### src/rtl/cpu_pkg.sv
// Shared constants and the fetch FSM state type for the core front end.
package cpu_pkg;
  localparam int ADDR_W = 16;
  localparam int INSTR_W = 16;
  localparam logic [ADDR_W-1:0] RESET_PC = 16'h0000;
  localparam int PC_STEP = 2;

  typedef enum logic [1:0] {
    S_FETCH = 2'd0,
    S_VALID = 2'd1,
    S_HALT  = 2'd2
  } fetch_state_e;
endpackage

### src/rtl/fetch_watchdog.sv
// Fetch watchdog: counts consecutive un-acked fetch cycles and flags expiry.
// Only instantiated when FETCH_TIMEOUT_EN is defined.
module fetch_watchdog #(
  parameter int TIMEOUT_CYCLES = 16
) (
  input  logic clk,
  input  logic rst_n,
  input  logic i_active,
  input  logic i_ack,
  output logic o_expire
);
  logic [15:0] r_count;

  // Expiry fires on the TIMEOUT_CYCLES-th waiting cycle; an ack that same cycle wins.
  assign o_expire = i_active && !i_ack && (r_count == 16'(TIMEOUT_CYCLES - 1));

  always_ff @(posedge clk or negedge rst_n) begin
    if (!rst_n) begin
      r_count <= '0;
    end else if (!i_active || i_ack) begin
      r_count <= '0;
    end else begin
      r_count <= r_count + 16'd1;
    end
  end
endmodule

### src/rtl/fetch_unit.sv
// Instruction fetch: owns the PC, reads imem over req/ack, holds the word until commit.
// Optional watchdog enabled by defining FETCH_TIMEOUT_EN.
module fetch_unit
  import cpu_pkg::*;
#(
  parameter int ADDR_W = cpu_pkg::ADDR_W,
  parameter int INSTR_W = cpu_pkg::INSTR_W,
  parameter logic [ADDR_W-1:0] RESET_PC = cpu_pkg::RESET_PC,
  parameter int TIMEOUT_CYCLES = 16
) (
  input  logic               clk,
  input  logic               rst_n,
  input  logic [ADDR_W-1:0]  next_pc,
  input  logic               commit,
  input  logic               halt,
  output logic               imem_req,
  output logic [ADDR_W-1:0]  imem_addr,
  input  logic               imem_ack,
  input  logic [INSTR_W-1:0] imem_rdata,
  output logic [ADDR_W-1:0]  pc,
  output logic [INSTR_W-1:0] instr,
  output logic               instr_valid,
  output logic               halted,
  output logic               fetch_err,
  output fetch_state_e       state_dbg
);
  // imem handshake: imem_req stays high with imem_addr stable until a cycle
  // where imem_ack=1 is seen on the rising edge; that edge transfers imem_rdata.

  fetch_state_e       r_state;
  fetch_state_e       w_next_state;
  logic               r_run;
  logic [ADDR_W-1:0]  r_pc;
  logic [INSTR_W-1:0] r_instr;
  logic               w_fetching;
  logic               w_expire;
  logic [ADDR_W-1:0]  w_pc_even;

  // r_run holds req low for the first cycle after reset release.
  assign w_fetching = r_run && (r_state == S_FETCH);
  assign w_pc_even  = next_pc & ~{{(ADDR_W-1){1'b0}}, 1'b1};

`ifdef FETCH_TIMEOUT_EN
  logic r_fetch_err;

  fetch_watchdog #(.TIMEOUT_CYCLES(TIMEOUT_CYCLES)) u_watchdog (
    .clk      (clk),
    .rst_n    (rst_n),
    .i_active (w_fetching),
    .i_ack    (imem_ack),
    .o_expire (w_expire)
  );

  always_ff @(posedge clk or negedge rst_n) begin
    if (!rst_n) begin
      r_fetch_err <= 1'b0;
    end else if (w_expire) begin
      r_fetch_err <= 1'b1;
    end
  end

  assign fetch_err = r_fetch_err;
`else
  assign w_expire  = 1'b0;
  assign fetch_err = 1'b0;
`endif

  always_comb begin
    w_next_state = r_state;
    case (r_state)
      S_FETCH: begin
        if (w_fetching && imem_ack) w_next_state = S_VALID;
        else if (w_expire)          w_next_state = S_HALT;
      end
      S_VALID: begin
        if (commit) w_next_state = halt ? S_HALT : S_FETCH;
      end
      S_HALT:  w_next_state = S_HALT;
      default: w_next_state = S_FETCH;
    endcase
  end

  always_ff @(posedge clk or negedge rst_n) begin
    if (!rst_n) begin
      r_state <= S_FETCH;
      r_run   <= 1'b0;
      r_pc    <= RESET_PC;
      r_instr <= '0;
    end else begin
      r_state <= w_next_state;
      r_run   <= 1'b1;
      if (w_fetching && imem_ack) r_instr <= imem_rdata;
      if (r_state == S_VALID && commit && !halt) r_pc <= w_pc_even;
    end
  end

  assign imem_req    = w_fetching;
  assign imem_addr   = r_pc;
  assign pc          = r_pc;
  assign instr       = r_instr;
  assign instr_valid = (r_state == S_VALID);
  assign halted      = (r_state == S_HALT);
  assign state_dbg   = r_state;
endmodule

### config.mk
export PLATFORM = sky130hd
export DESIGN_NAME = fetch_unit
export DESIGN_NICKNAME = d
export VERILOG_FILES = /design/src/rtl/cpu_pkg.sv /design/src/rtl/fetch_watchdog.sv /design/src/rtl/fetch_unit.sv
export SDC_FILE = /design/constraint.sdc
export NUM_CORES = 1
export LEC_CHECK = 0
export CAP_MARGIN = 10
export CORE_MARGIN = 2
export CORE_UTILIZATION = 34
export CTS_CLUSTER_DIAMETER = 60
export CTS_CLUSTER_SIZE = 30
export DETAILED_ROUTE_END_ITERATION = 16
export GPL_TIMING_DRIVEN = 0
export PLACE_DENSITY = 0.76
export SETUP_SLACK_MARGIN = 0.02
export SLEW_MARGIN = 20
export SYNTH_ARGS = -nofsm -noshare
export SYNTH_HDL_FRONTEND = slang
export SYNTH_SLANG_ARGS = --single-unit
export TNS_END_PERCENT = 20
### constraint.sdc
create_clock -name clk -period 1.4 [get_ports clk]
set_input_delay 0.14 -clock clk [delete_from_list [all_inputs] [get_ports clk]]
set_output_delay 0.14 -clock clk [all_outputs]
set_load 0.05 [all_outputs]
==> results of run 1 <==
[cell usage in the layout (no fill, tap or decap), types with 3 or more instances in the layout]
| cell | Yosys | layout |
|---|---|---|
| dfrtp_1 | 34 | 32 |
| clkdlybuf4s15_1 | 0 | 6 |
| clkdlybuf4s15_2 | 0 | 13 |
| conb_1 | 2 | 4 |
| buf_4 | 20 | 28 |
| clkdlybuf4s50_1 | 0 | 34 |
| clkbuf_2 | 0 | 3 |
| mux2_4 | 20 | 29 |
| buf_12 | 2 | 5 |
| dlygate4sd2_1 | 0 | 23 |
| clkbuf_8 | 0 | 6 |
[state kept, by name, summed over array words and instances, names as in the netlist]
register	count
imem_addr	15
instr	16
r_run	1
state_dbg	2
[worst max-delay path: stages (launching register included)]
cell       delay, ns
dfrtp_2         0.44
nor4bb_2        0.28
buf_4           0.21
clkbuf_16       0.16
mux2_4          0.29
[final cells by class]
cell class	instances	share of cell area [%]
plain buffers	22	6.92
clock buffers	7	3.14
flip-flops and latches	34	31.0
clock inverters	1	0.182
repair buffers	97	35.9
well taps	52	2.37
multi-input cells	44	20.5
[kinds of logic (layout without fill, tap and decap cells)]
| family | after synthesis | after routing | synth area share, % |
|---|---|---|---|
| AO/OA/AOI/OAI | 2 | 2 | 0.890 |
| buffers and inverters | 22 | 127 | 12.3 |
| flip-flops | 34 | 34 | 55.0 |
| multiplexers | 31 | 31 | 27.4 |
| other | 2 | 4 | 0.486 |
| AND/OR/NAND/NOR | 7 | 7 | 3.88 |
[stage by stage]
step	TNS, ns	instances	instance area (sq um)	hold slack [ns]
2_1_floorplan	-3.54	100	1560	-0.156
3_3_place_gp	-24.70	238	2490	0.491
3_5_place_dp	-7.62	239	2500	-0.0602
4_1_cts	-2.80	248	2560	0.182
5_1_grt	-3.74	257	2750	0.180
6_report	-2.15	257	2750	0.200
[layer usage]
metal | part of all wire (%) | wire length, microns
met2 | 47 | 1870
met3 | 8.8 | 348
met5 | 0 | 0
met4 | 1.9 | 74
met1 | 42 | 1680
[what timing repair did]
item,4_1_cts,5_1_grt
endpoints found under the hold margin,34,0
gates cloned,0,2
setup buffers,0,7
setup endpoints to repair,82,42
resized for setup,95,28
hold buffers,1,0
pin swaps,0,1
[final timing paths]
path	startpoint	to	slack [ns]	cells after the start
min in group clk	imem_ack	state_dbg[0]	0.45	3
max reg2reg	state_dbg[1]	instr[1]	-0.11	4
max	state_dbg[1]	instr[1]	-0.11	4
max in group asynchronous	rst_n	state_dbg[1]	0.83	3
min	rst_n	instr[11]	0.20	2
min reg2reg	instr[11]	instr[11]	0.50	1
==> impl_metrics.yaml, run 1 <==
logic_synthesis:
  ys_seq_elements: 34
  synth_top_area_share_pct: 55.0
  synth_edf_count: 0
  yosysMostFrequentCell: "dfrtp_1"
  async_flop_share_pct: 100
  synth_area_leaders: "dfrtp_1 55%, mux2_4 19%, buf_4 9.7%"
  ys_seq_area_share_pct: 55.0
  avgSynthCellArea_sq_um: 15.8
  yosys.cell_types.count: 13
  synth_area_sq_um: 1550
  yosys_warnings: 0
  synthFlopType: "dfrtp_1"
  synthCells: 98
  synth_commonest_cells: "34 x dfrtp_1, 20 x buf_4, 20 x mux2_4, 11 x mux2_2"
  synth_largest_area_cell: "dfrtp_1"
clock_tree:
  cts.sinks: 34
  path_clk_slew_ns: 0.07
  cts_max_level: 2
  clkLatencyLatePin_ns: 0.28
  cts_tree: "done"
  cts-root-buf: "clkbuf_8"
  clockBufferDepth: 2
  cts_made_buffers: 5
place:
  io_buffers: 86
  dp_hpwl_mm: 2.77
  place.gp.congestion: 0.790
  dp_slack_ns: -0.311
setup_path:
  end_kind: "flip-flop"
  start_kind: "flip-flop"
  cp_data_required_time_ns: 1.57
  cp.arrival_ns: 1.68
  path_class: "flip-flop to flip-flop"
  path_max_fanout: 5
floorplan:
  die_y_microns: 71.4
  die_width_microns: 71.4
  rows: 24
  start_util_pct: 35.5
  dieArea_sq_um: 5100
  io_pins: 91
  core_area_sq_um: 4350
finish:
  fill_cells: 335
  final_util_pct: 63.2
  layout.nets: 241
  drive_gt1_share_pct: 49.3
  syn2layout_area_growth_pct: 77.8
  ff_latch_area_sq_um: 853
  antenna_cells: 0
  multi_input_area_sq_um: 564
sta:
  finalSetupViolations: 30
  max_freq_mhz: 661
  rsz0062_at_grt: "true"
  finalCritPeriodShare_pct: 108
  worstMarginPinSlew_ns: 0.529
  slew_violations: 0
  hold_violations: 0
  worst_slack_ns: -0.114
  layout_min_cycle_time_ns: 1.51
  relSlewSlack_pct: 64.9
  clock-skew-final_ns: 0.00259
grt:
  grt-busiest-layer: "met2"
  grt_pass1_wl_mm: 5.67
  grt_max_degree: 34
  grt.total_usage_pct: 15.1
  grt_antenna_before_repair: 0
  overflow: 0
  met2_usage_pct: 23.5
  grtUsageMet1_pct: 18.7
  grt_pass1_vias: 1054
  gr-usage-met3_pct: 4.78
run_status:
  outcome: "finished, violations left"
  violations: "negative setup slack"
routing:
  via_count: 1139
  drt_iter0_drc: 86
  via_per_inst: 4.43
  drt_wl_total_mm: 3.98
  drc_errors: 0
  wl_per_cell_microns: 15.5
  drt_pass1_iterations: 3
  antenna_left: 0
hold_path:
  hp-class: "input port to async pin"
job:
  max_cap_violations: 0
Power of run 1 is not shown: default switching activity piles up to over one toggle a cycle in this logic, so the estimate is an artifact.
==> run 2, diff against run 1 <==
--- a/config.mk
+++ b/config.mk
@@ -6,7 +6,6 @@
 export NUM_CORES = 1
 export LEC_CHECK = 0
 export CAP_MARGIN = 10
-export CORE_MARGIN = 2
 export CORE_UTILIZATION = 34
 export CTS_CLUSTER_DIAMETER = 60
 export CTS_CLUSTER_SIZE = 30
==> impl_metrics.yaml, run 2 (same netlist as run 1, synthesis figures left out) <==
finish:
  layout_common_cells: "34 x clkdlybuf4s50_1, 32 x dfrtp_1, 27 x buf_4"
  final_area_sq_um: 2720
  drive_gt1_share_pct: 48.0
  largest_register_ffs: 16
  fill_cells: 327
  layout.cells.most_common: "clkdlybuf4s50_1"
  syn2layout_area_growth_pct: 75.6
  layout.nets: 238
  antenna_cells: 0
job:
  max_cap_violations: 0
setup_path:
  cp_data_required_time_ns: 1.57
  path_max_fanout: 10
  end_kind: "flip-flop"
  cp.arrival_ns: 1.67
  path_class: "flip-flop to flip-flop"
  start_kind: "flip-flop"
clock_tree:
  cts_made_buffers: 5
  cts.sinks: 34
  cts_max_level: 2
  cts-root-buf: "clkbuf_8"
  clkLatencyLatePin_ns: 0.29
  path_clk_slew_ns: 0.06
  clockBufferDepth: 2
  cts_tree: "done"
floorplan:
  rows: 24
  dieArea_sq_um: 4820
  io_pins: 91
  die_width_microns: 69.4
  start_util_pct: 35.5
  core_area_sq_um: 4350
  die_y_microns: 69.4
sta:
  clock-skew-final_ns: 0.00576
  max_freq_mhz: 667
  slew_violations: 0
  layout_min_cycle_time_ns: 1.50
  finalSetupViolations: 31
  rsz0062_at_grt: "true"
  worst_slack_ns: -0.0995
  finalCritPeriodShare_pct: 107
  hold_violations: 0
place:
  io_buffers: 86
  dp_hpwl_mm: 2.55
  placed_area_sq_um: 2500
  place.gp.congestion: 0.746
grt:
  grt_antenna_before_repair: 0
  grt.total_usage_pct: 15.3
  grt_pass1_wl_mm: 5.62
  grt_pass1_vias: 1106
  grt_max_degree: 34
  overflow: 0
run_status:
  outcome: "finished, violations left"
  violations: "negative setup slack"
routing:
  wl_per_cell_microns: 14.1
  via_count: 1116
  drc_errors: 0
  antenna_left: 0
  drt_iter0_drc: 60
  via_per_inst: 4.39
  drt_pass1_iterations: 2
  drt_wl_total_mm: 3.59
hold_path:
  hp-class: "input port to async pin"
-- run 2: changes by cell type in the layout (fill, tap and decap cells not counted), sizes merged --
cell           delta
clkbuf            -4
buf               -3
dlygate4sd2       +3
bufinv            +1
clkdlybuf4s15     -1
clkinv            +1
-- run 2: cell type report --
type / instances / area, sq um / area share [%]
Clock buffer: 5 / 68.8 / 2.53
Sequential cell: 34 / 853 / 31.4
Clock inverter: 3 / 40.0 / 1.47
Timing Repair Buffer: 94 / 926 / 34.1
Tap cell: 52 / 65.1 / 2.40
Buffer: 22 / 194 / 7.14
Multi-Input combinational cell: 44 / 568 / 20.9
-- run 2: per-stage QoR --
| stage | TNS [ns] | cells | util, % | hold slack, ns | worst slack (ns) |
|---|---|---|---|---|---|
| 2_1_floorplan | -3.54 | 100 | - | -0.156 | -0.161 |
| 3_3_place_gp | -24.20 | 238 | 57.1 | 0.492 | -0.587 |
| 3_5_place_dp | -8.44 | 239 | 57.5 | -0.0549 | -0.364 |
| 4_1_cts | -3.05 | 248 | 59.2 | 0.171 | -0.152 |
| 5_1_grt | -4.03 | 254 | 62.4 | 0.172 | -0.148 |
| 6_report | -2.09 | 254 | 62.4 | 0.183 | -0.0995 |
-- run 2: layer usage --
layer | vias up | GRT usage, % | wire length, microns
met4 | 0 | 6.80 | 63
met3 | 6 | 5.81 | 303
met5 | - | 0 | 0
met2 | 60 | 23.9 | 1710
met1 | 533 | 18.7 | 1510
li1 | 517 | - | -
-- run 2: critical path, cell delays in order, from the launching register on --
cell      delay (ns)
dfrtp_2         0.47
nor4bb_2        0.28
buf_4           0.18
buf_12          0.14
mux2_4          0.30
-- run 2: repair_timing --
item / in CTS / in global routing
hold buffers: 1 / 0
setup endpoints to repair: 82 / 42
resized for setup: 92 / 26
gates cloned: 0 / 1
hold endpoints to repair: 34 / 0
pin swaps: 0 / 1
buffers inserted: 0 / 5
-- run 2: path summary, 6_finish.rpt --
path,from,endpoint,slack (ns),cells after the start
worst max-delay path,state_dbg[1],instr[15],-0.1,4
worst min-delay path,rst_n,imem_addr[10],0.18,2
worst max register to register,state_dbg[1],instr[15],-0.1,4
worst min register to register,instr[12],instr[12],0.50,1
max in group asynchronous,rst_n,state_dbg[0],0.83,3
min in group clk,imem_ack,state_dbg[0],0.46,3
Power of run 2 is left out for the same reason.
